## src/rtl/breakout_ball_if.sv

```systemverilog
// rtl/breakout_ball_if.sv - collision bus between the ball controller and the block-column checkers
interface breakout_ball_if;
    logic        moveU;
    logic        moveD;
    logic        moveL;
    logic        moveR;
    logic [10:0] ball_x_l;
    logic [10:0] ball_x_r;
    logic [10:0] ball_y_t;
    logic [10:0] ball_y_b;

    modport master (
        input  moveU, moveD, moveL, moveR,
        output ball_x_l, ball_x_r, ball_y_t, ball_y_b
    );

    modport slave (
        output moveU, moveD, moveL, moveR,
        input  ball_x_l, ball_x_r, ball_y_t, ball_y_b
    );
endinterface

```

## src/rtl/breakout_ball.sv

```systemverilog
// rtl/breakout_ball.sv - Breakout ball motion, bounce resolution, serve/miss sequencing and lives
module breakout_ball #(
    parameter int H_MAX      = 799,
    parameter int V_MAX      = 599,
    parameter int BALL_SIZE  = 8,
    parameter int SPEED      = 2,
    parameter int PADDLE_X_L = 760,
    parameter int PADDLE_H   = 80,
    parameter int START_X    = 700,
    parameter int START_Y    = 296,
    parameter int LIVES      = 3
) (
    input  logic                   clk,
    input  logic                   reset,
    input  logic                   refresh_tick,
    input  logic                   serve,
    input  logic [10:0]            paddle_y_t,
    input  logic [10:0]            pix_x,
    input  logic [10:0]            pix_y,
    breakout_ball_if.master        bus,
    output logic                   ball_on,
    output logic [1:0]             lives,
    output logic                   miss,
    output logic                   game_over
);
    localparam logic [10:0] SPD     = 11'(SPEED);
    localparam logic [10:0] EDGE    = 11'(BALL_SIZE - 1);
    localparam logic [10:0] HMAX    = 11'(H_MAX);
    localparam logic [10:0] BOT_LIM = 11'(V_MAX - SPEED);
    localparam logic [10:0] Y_LIM   = 11'(V_MAX - BALL_SIZE + 1);
    localparam logic [10:0] PXL     = 11'(PADDLE_X_L);
    localparam logic [10:0] PHM     = 11'(PADDLE_H - 1);
    localparam logic [10:0] SX      = 11'(START_X);
    localparam logic [10:0] SY      = 11'(START_Y);
    localparam logic [1:0]  LV      = 2'(LIVES);

    typedef enum logic [1:0] {IDLE, PLAY, OVER} state_t;

    state_t      state;
    logic [10:0] x_l, y_t, x_r, y_b;
    logic        dir_x, dir_y;        // 1 = right / down
    logic        p_u, p_d, p_l, p_r;

    logic        e_u, e_d, e_l, e_r;
    logic        paddle_hit;
    logic        nx_dir_x, nx_dir_y;
    logic [10:0] nx_x_l, nx_y_t, nx_x_r;

    assign x_r = x_l + EDGE;
    assign y_b = y_t + EDGE;

    assign bus.ball_x_l = x_l;
    assign bus.ball_x_r = x_r;
    assign bus.ball_y_t = y_t;
    assign bus.ball_y_b = y_b;

    assign ball_on = (state != OVER) && (pix_x >= x_l) && (pix_x <= x_r)
                     && (pix_y >= y_t) && (pix_y <= y_b);

    // A request arriving with the tick is consumed by that same tick.
    assign e_u = p_u | bus.moveU;
    assign e_d = p_d | bus.moveD;
    assign e_l = p_l | bus.moveL;
    assign e_r = p_r | bus.moveR;

    always_comb begin
        paddle_hit = dir_x && (x_r >= PXL - SPD) && (x_r <= PXL)
                     && (y_b >= paddle_y_t) && (y_t <= paddle_y_t + PHM);

        nx_dir_x = dir_x;
        if (e_r)             nx_dir_x = 1'b1;
        else if (e_l)        nx_dir_x = 1'b0;
        else if (x_l <= SPD) nx_dir_x = 1'b1;
        else if (paddle_hit) nx_dir_x = 1'b0;

        nx_dir_y = dir_y;
        if (e_d)                 nx_dir_y = 1'b1;
        else if (e_u)            nx_dir_y = 1'b0;
        else if (y_t <= SPD)     nx_dir_y = 1'b1;
        else if (y_b >= BOT_LIM) nx_dir_y = 1'b0;

        if (nx_dir_x)       nx_x_l = x_l + SPD;
        else if (x_l < SPD) nx_x_l = 11'd0;
        else                nx_x_l = x_l - SPD;

        if (nx_dir_y)              nx_y_t = (y_t >= Y_LIM - SPD) ? Y_LIM : y_t + SPD;
        else if (y_t < SPD)        nx_y_t = 11'd0;
        else                       nx_y_t = y_t - SPD;

        nx_x_r = nx_x_l + EDGE;
    end

    always_ff @(posedge clk) begin
        if (reset) begin
            state     <= IDLE;
            x_l       <= SX;
            y_t       <= SY;
            dir_x     <= 1'b0;
            dir_y     <= 1'b0;
            p_u       <= 1'b0;
            p_d       <= 1'b0;
            p_l       <= 1'b0;
            p_r       <= 1'b0;
            lives     <= LV;
            miss      <= 1'b0;
            game_over <= 1'b0;
        end else begin
            miss <= 1'b0;
            case (state)
                IDLE: begin
                    p_u <= 1'b0;
                    p_d <= 1'b0;
                    p_l <= 1'b0;
                    p_r <= 1'b0;
                    if (serve) begin
                        state <= PLAY;
                        dir_x <= 1'b0;
                        dir_y <= 1'b0;
                    end
                end
                PLAY: begin
                    if (refresh_tick) begin
                        p_u <= 1'b0;
                        p_d <= 1'b0;
                        p_l <= 1'b0;
                        p_r <= 1'b0;
                        if (nx_x_r >= HMAX) begin
                            miss  <= 1'b1;
                            x_l   <= SX;
                            y_t   <= SY;
                            dir_x <= 1'b0;
                            dir_y <= 1'b0;
                            if (lives != 2'd0) lives <= lives - 2'd1;
                            if (lives <= 2'd1) begin
                                state     <= OVER;
                                game_over <= 1'b1;
                            end else begin
                                state <= IDLE;
                            end
                        end else begin
                            x_l   <= nx_x_l;
                            y_t   <= nx_y_t;
                            dir_x <= nx_dir_x;
                            dir_y <= nx_dir_y;
                        end
                    end else begin
                        p_u <= e_u;
                        p_d <= e_d;
                        p_l <= e_l;
                        p_r <= e_r;
                    end
                end
                OVER: begin
                    game_over <= 1'b1;
                end
                default: begin
                    state <= IDLE;
                end
            endcase
        end
    end
endmodule
```

## src/flat_wrapper.sv

```systemverilog
// flat-port wrapper written by rule: the top's interface ports become plain ports
module breakout_ball_flat 
#(
    parameter int H_MAX      = 799,
    parameter int V_MAX      = 599,
    parameter int BALL_SIZE  = 8,
    parameter int SPEED      = 2,
    parameter int PADDLE_X_L = 760,
    parameter int PADDLE_H   = 80,
    parameter int START_X    = 700,
    parameter int START_Y    = 296,
    parameter int LIVES      = 3
)
  (clk, reset, refresh_tick, serve, paddle_y_t, pix_x, pix_y, ball_on, lives, miss, game_over, bus_moveU, bus_moveD, bus_moveL, bus_moveR, bus_ball_x_l, bus_ball_x_r, bus_ball_y_t, bus_ball_y_b);
  breakout_ball_if bus_i ();
  input  logic clk;
  input  logic reset;
  input  logic refresh_tick;
  input  logic serve;
  input  logic [10:0] paddle_y_t;
  input  logic [10:0] pix_x;
  input  logic [10:0] pix_y;
  output logic ball_on;
  output logic [1:0] lives;
  output logic miss;
  output logic game_over;
  input wire logic [$bits(bus_i.moveU)-1:0] bus_moveU;
  input wire logic [$bits(bus_i.moveD)-1:0] bus_moveD;
  input wire logic [$bits(bus_i.moveL)-1:0] bus_moveL;
  input wire logic [$bits(bus_i.moveR)-1:0] bus_moveR;
  output wire logic [$bits(bus_i.ball_x_l)-1:0] bus_ball_x_l;
  output wire logic [$bits(bus_i.ball_x_r)-1:0] bus_ball_x_r;
  output wire logic [$bits(bus_i.ball_y_t)-1:0] bus_ball_y_t;
  output wire logic [$bits(bus_i.ball_y_b)-1:0] bus_ball_y_b;
  assign bus_i.moveU = bus_moveU;
  assign bus_i.moveD = bus_moveD;
  assign bus_i.moveL = bus_moveL;
  assign bus_i.moveR = bus_moveR;
  assign bus_ball_x_l = bus_i.ball_x_l;
  assign bus_ball_x_r = bus_i.ball_x_r;
  assign bus_ball_y_t = bus_i.ball_y_t;
  assign bus_ball_y_b = bus_i.ball_y_b;
  breakout_ball #(.H_MAX(H_MAX), .V_MAX(V_MAX), .BALL_SIZE(BALL_SIZE), .SPEED(SPEED), .PADDLE_X_L(PADDLE_X_L), .PADDLE_H(PADDLE_H), .START_X(START_X), .START_Y(START_Y), .LIVES(LIVES)) u_core (.clk(clk), .reset(reset), .refresh_tick(refresh_tick), .serve(serve), .paddle_y_t(paddle_y_t), .pix_x(pix_x), .pix_y(pix_y), .bus(bus_i), .ball_on(ball_on), .lives(lives), .miss(miss), .game_over(game_over));
endmodule
```

## config.mk

```make
export PLATFORM = sky130hd
export DESIGN_NAME = breakout_ball_flat
export DESIGN_NICKNAME = d
export VERILOG_FILES = /design/src/rtl/breakout_ball_if.sv /design/src/rtl/breakout_ball.sv /design/src/flat_wrapper.sv
export SDC_FILE = /design/constraint.sdc
export NUM_CORES = 1
export LEC_CHECK = 0
export ABC_AREA = 0
export BUFFER_PORTS_ARGS = -buffer_cell sky130_fd_sc_hd__buf_2
export CAP_MARGIN = 20
export CORE_ASPECT_RATIO = 1.75
export CORE_MARGIN = 4
export CORE_UTILIZATION = 60
export DETAILED_ROUTE_END_ITERATION = 12
export HOLD_SLACK_MARGIN = 0.05
export PLACE_DENSITY = 0.93
export SLEW_MARGIN = 20
export SYNTH_ARGS = -nofsm -noshare
export SYNTH_HDL_FRONTEND = slang
export SYNTH_SLANG_ARGS = --single-unit
```

## constraint.sdc

```tcl
create_clock -name clk -period 9.7 [get_ports clk]
set_input_delay 1.455 -clock clk [delete_from_list [all_inputs] [get_ports clk]]
set_output_delay 1.455 -clock clk [all_outputs]
set_load 0.005 [all_outputs]
```

==> flow_summary.ini <==
[cts]
hold_buffers = 0
tritoncts = yes
cts.clk_slew.worst_paths_ps = 60
clkLatencyLatePin_ps = 280
htreeDepth = 2
cts_buffer_depth = 2
cts_buffers = 5
post_cts_buffers = 0
root_buffer = clkbuf_16
clock_sinks = 33
cts_resized = 0

[sta]
setup_viol = 0
max_freq_mhz = 144
holdWs_ps = 478
worst_pin_slew_ps = 874
fin_setup_tns_ps = 0
finalHoldViolCount = 0
slew_violations = 0
relSlewSlack_pct = 41.5
timing.final.crit_share_pct = 71.4
fin_crit_ps = 6930
fin_skew_ps = 6.29
rsz0062_at_grt = no

[synthesis]
yosysTopAreaCell = ha_1
synth_top_area_share_pct = 19.6
synth_cell_types = 74
synth_area_sq_um = 4930
synth-seq-area-share_pct = 13.4
yosysWarnings = 0
postSynthAreaPerCell_sq_um = 7.54
synthArstFlopShare_pct = 0
synth_edf_count = 0
ys.flop_type = dfxtp_1
syn_inst = 653
netlist_top_cells_area = ha_1 (20%), dfxtp_1 (13%), xnor2_1 (6.8%)
synth_seq_cells = 33
syn-num-nets = 771

[critical_path]
crit_path_max_incr_delay_ps = 520
cpMostUsedCell = ha_1
required_ps = 9820
path_buf_inv = 4
crit_family = compound AO/OA/AOI/OAI gates
reg2reg_slack_ps = 3150
cp-start-kind = input port
slowest_stage = a32o_1
reg2reg_depth = 23
reg2reg_from = u_core.bus.ball_y_t[3]
r2r_end = u_core.bus.ball_x_l[5]
crit_arrival_ps = 7050
critPathMaxFanout = 28
crit_type = input port to flip-flop
cp-end-kind = flip-flop

[hold_path]
min_from = u_core.p_r
hold_class = flip-flop to flip-flop
min_to = u_core.p_r
holdPathStages = 2

[detailed_routing]
ant_nets = 0
dr_wl_met2_microns = 8480
dr.max_layer_used = met4
drtIter0Drc = 470
wl_microns = 16400
drtPass1Iterations = 7
vias = 5480
wl_per_cell_microns = 20.3
drc = 0
via_per_inst = 6.76
wl_met3_microns = 1020
wl_met1_microns = 5510

[layout]
n_antenna_cell = 0
fillers = 696
seqCellArea_sq_um = 661
nets = 838
multi_input_area_sq_um = 3830
synthToLayoutAreaGrowth_pct = 10.2
drive_gt1_share_pct = 16.1

[place]
io_buffers = 87
dpl.hpwl_microns = 13000
place.gp.congestion = 1.00

[floorplanning]
die_area_sq_um = 9780
core_sq_um = 7960
io_pins = 90
dieWidth_microns = 76.5
num_rows = 43
start_util_pct = 61.9
die_h_microns = 128

[global_routing]
grt_first_pass_wirelength_microns = 25800
antenna_found_initial = 0
grt_start_max_net_pins = 29
grt_pass1_vias = 5453
grtUsageTotal_pct = 32.8
gr-total-overflow = 0

[pwr]
cellLeakagePower_nw = 2.48
pwr_density_cell_nw_per_um2 = 90.2
peakVddDrop_mv = 0.0694

[flow_run]
drv_cap = 0

[status]
status = finished clean
## through the flow
step                      utilization [%]  area [sq um]  std cells  power (mW)  setup slack, ps
after CTS                            68.2          5430        811       0.486             2860
after global routing                 68.2          5430        811       0.517             2250
after global placement               66.4          5290        803       0.328             2880
final                                68.2          5430        811       0.490             2770
after floorplan                         -          4930        653       0.278             3590
after detailed placement             66.4          5290        803       0.334             2610
## power breakdown
group / internal, mW / switching (mW)
registers: 0.140 / 0.0114
logic: 0.0773 / 0.107
clock network: 0.0940 / 0.0597
total: 0.311 / 0.178
## cell usage after synthesis, types with 11 or more instances
cell,number
ha_1,77
mux2i_1,16
nand4_1,12
a21oi_1,35
nor2_1,57
clkbuf_1,11
inv_1,60
o21a_1,21
nand3_1,27
o21ai_0,31
nor3_1,23
dfxtp_1,33
nand2_1,44
xnor2_1,38
## state kept, by name, indices dropped and copies added, names as in the netlist
name                 cells
u_core.bus.ball_y_t     10
u_core.p_d               1
u_core.dir_x             1
u_core.dir_y             1
u_core.p_r               1
u_core.p_u               1
u_core.miss              1
u_core.game_over         1
u_core.state             2
u_core.bus.ball_x_l     11
u_core.lives             2
u_core.p_l               1
## worst max-delay path by stage
stage	startpoint	to	slack, ps	cells past startpoint
6_report	paddle_y_t[0]	u_core.bus.ball_x_l[5]	2770	26
5_1_grt	paddle_y_t[0]	u_core.bus.ball_y_t[10]	2250	26
4_1_cts	paddle_y_t[0]	u_core.bus.ball_y_t[10]	2860	26
3_5_place_dp	paddle_y_t[0]	u_core.bus.ball_y_t[10]	2610	26
3_3_place_gp	paddle_y_t[1]	u_core.bus.ball_y_t[10]	2880	26
2_1_floorplan	paddle_y_t[1]	u_core.bus.ball_x_l[9]	3590	27
## metal layers
layer	up-vias	track usage (%)
met4	0	26.4
li1	2512	-
met1	2522	30.9
met2	314	61.6
met5	-	0
met3	132	5.20
## layout by cell type, fill, tap and decap left out, types with 4 or more instances in the layout
cell       count
and3_1         4
o21ai_0       31
o21a_1        21
a31oi_1        7
o31ai_1        5
o32ai_1        5
a2bb2oi_1      4
xnor2_1       38
mux2i_1       16
o22ai_1        9
clkbuf_16      5
ha_1          77
o211ai_1       5
nand2b_1       9
a21oi_1       35
nor4_1         7
nand4_1       12
o221ai_1       6
nor2b_1       10
a32oi_1        7
buf_2         87
nor3_1        23
nand3_1       27
dfxtp_1       33
nand2_1       44
nor2_1        57
inv_1         60
nand4b_1       4
a21o_1         7
## kinds of logic after synthesis
kind of cell | synth area share, %
AO/OA/AOI/OAI | 23.6
XOR/XNOR | 7.11
adder cells (fa/ha/maj) | 19.6
buffers and inverters | 8.81
flip-flops | 13.4
multiplexers | 4.39
other | 0.152
AND/OR/NAND/NOR | 23.0
## worst reg2reg max path: stages (launching register included)
cell and delay [ps]:
dfxtp_1 760, and3_1 310, nand2_1 190, or4_1 540, xnor2_1 250, inv_1 180
ha_1 310, o21a_1 130, o211ai_1 110, nor4_2 310, a41oi_4 140, buf_4 270
o21ai_0 420, ha_1 360, inv_1 120, nor2_1 120, xnor2_1 130, nand2_1 70
mux2i_1 130, mux2i_1 90, a21oi_1 160, a32o_1 520, nand2_1 500, a2bb2oi_1 270
## final cells by class
cell class / count / area share, %
well taps: 90 / 2.07
multi-input cells: 528 / 70.6
inverters: 64 / 4.42
clock inverters: 3 / 0.323
repair buffers: 88 / 8.16
flip-flops and latches: 33 / 12.2
clock buffers: 5 / 2.30
(Power assumes the default switching activity.)
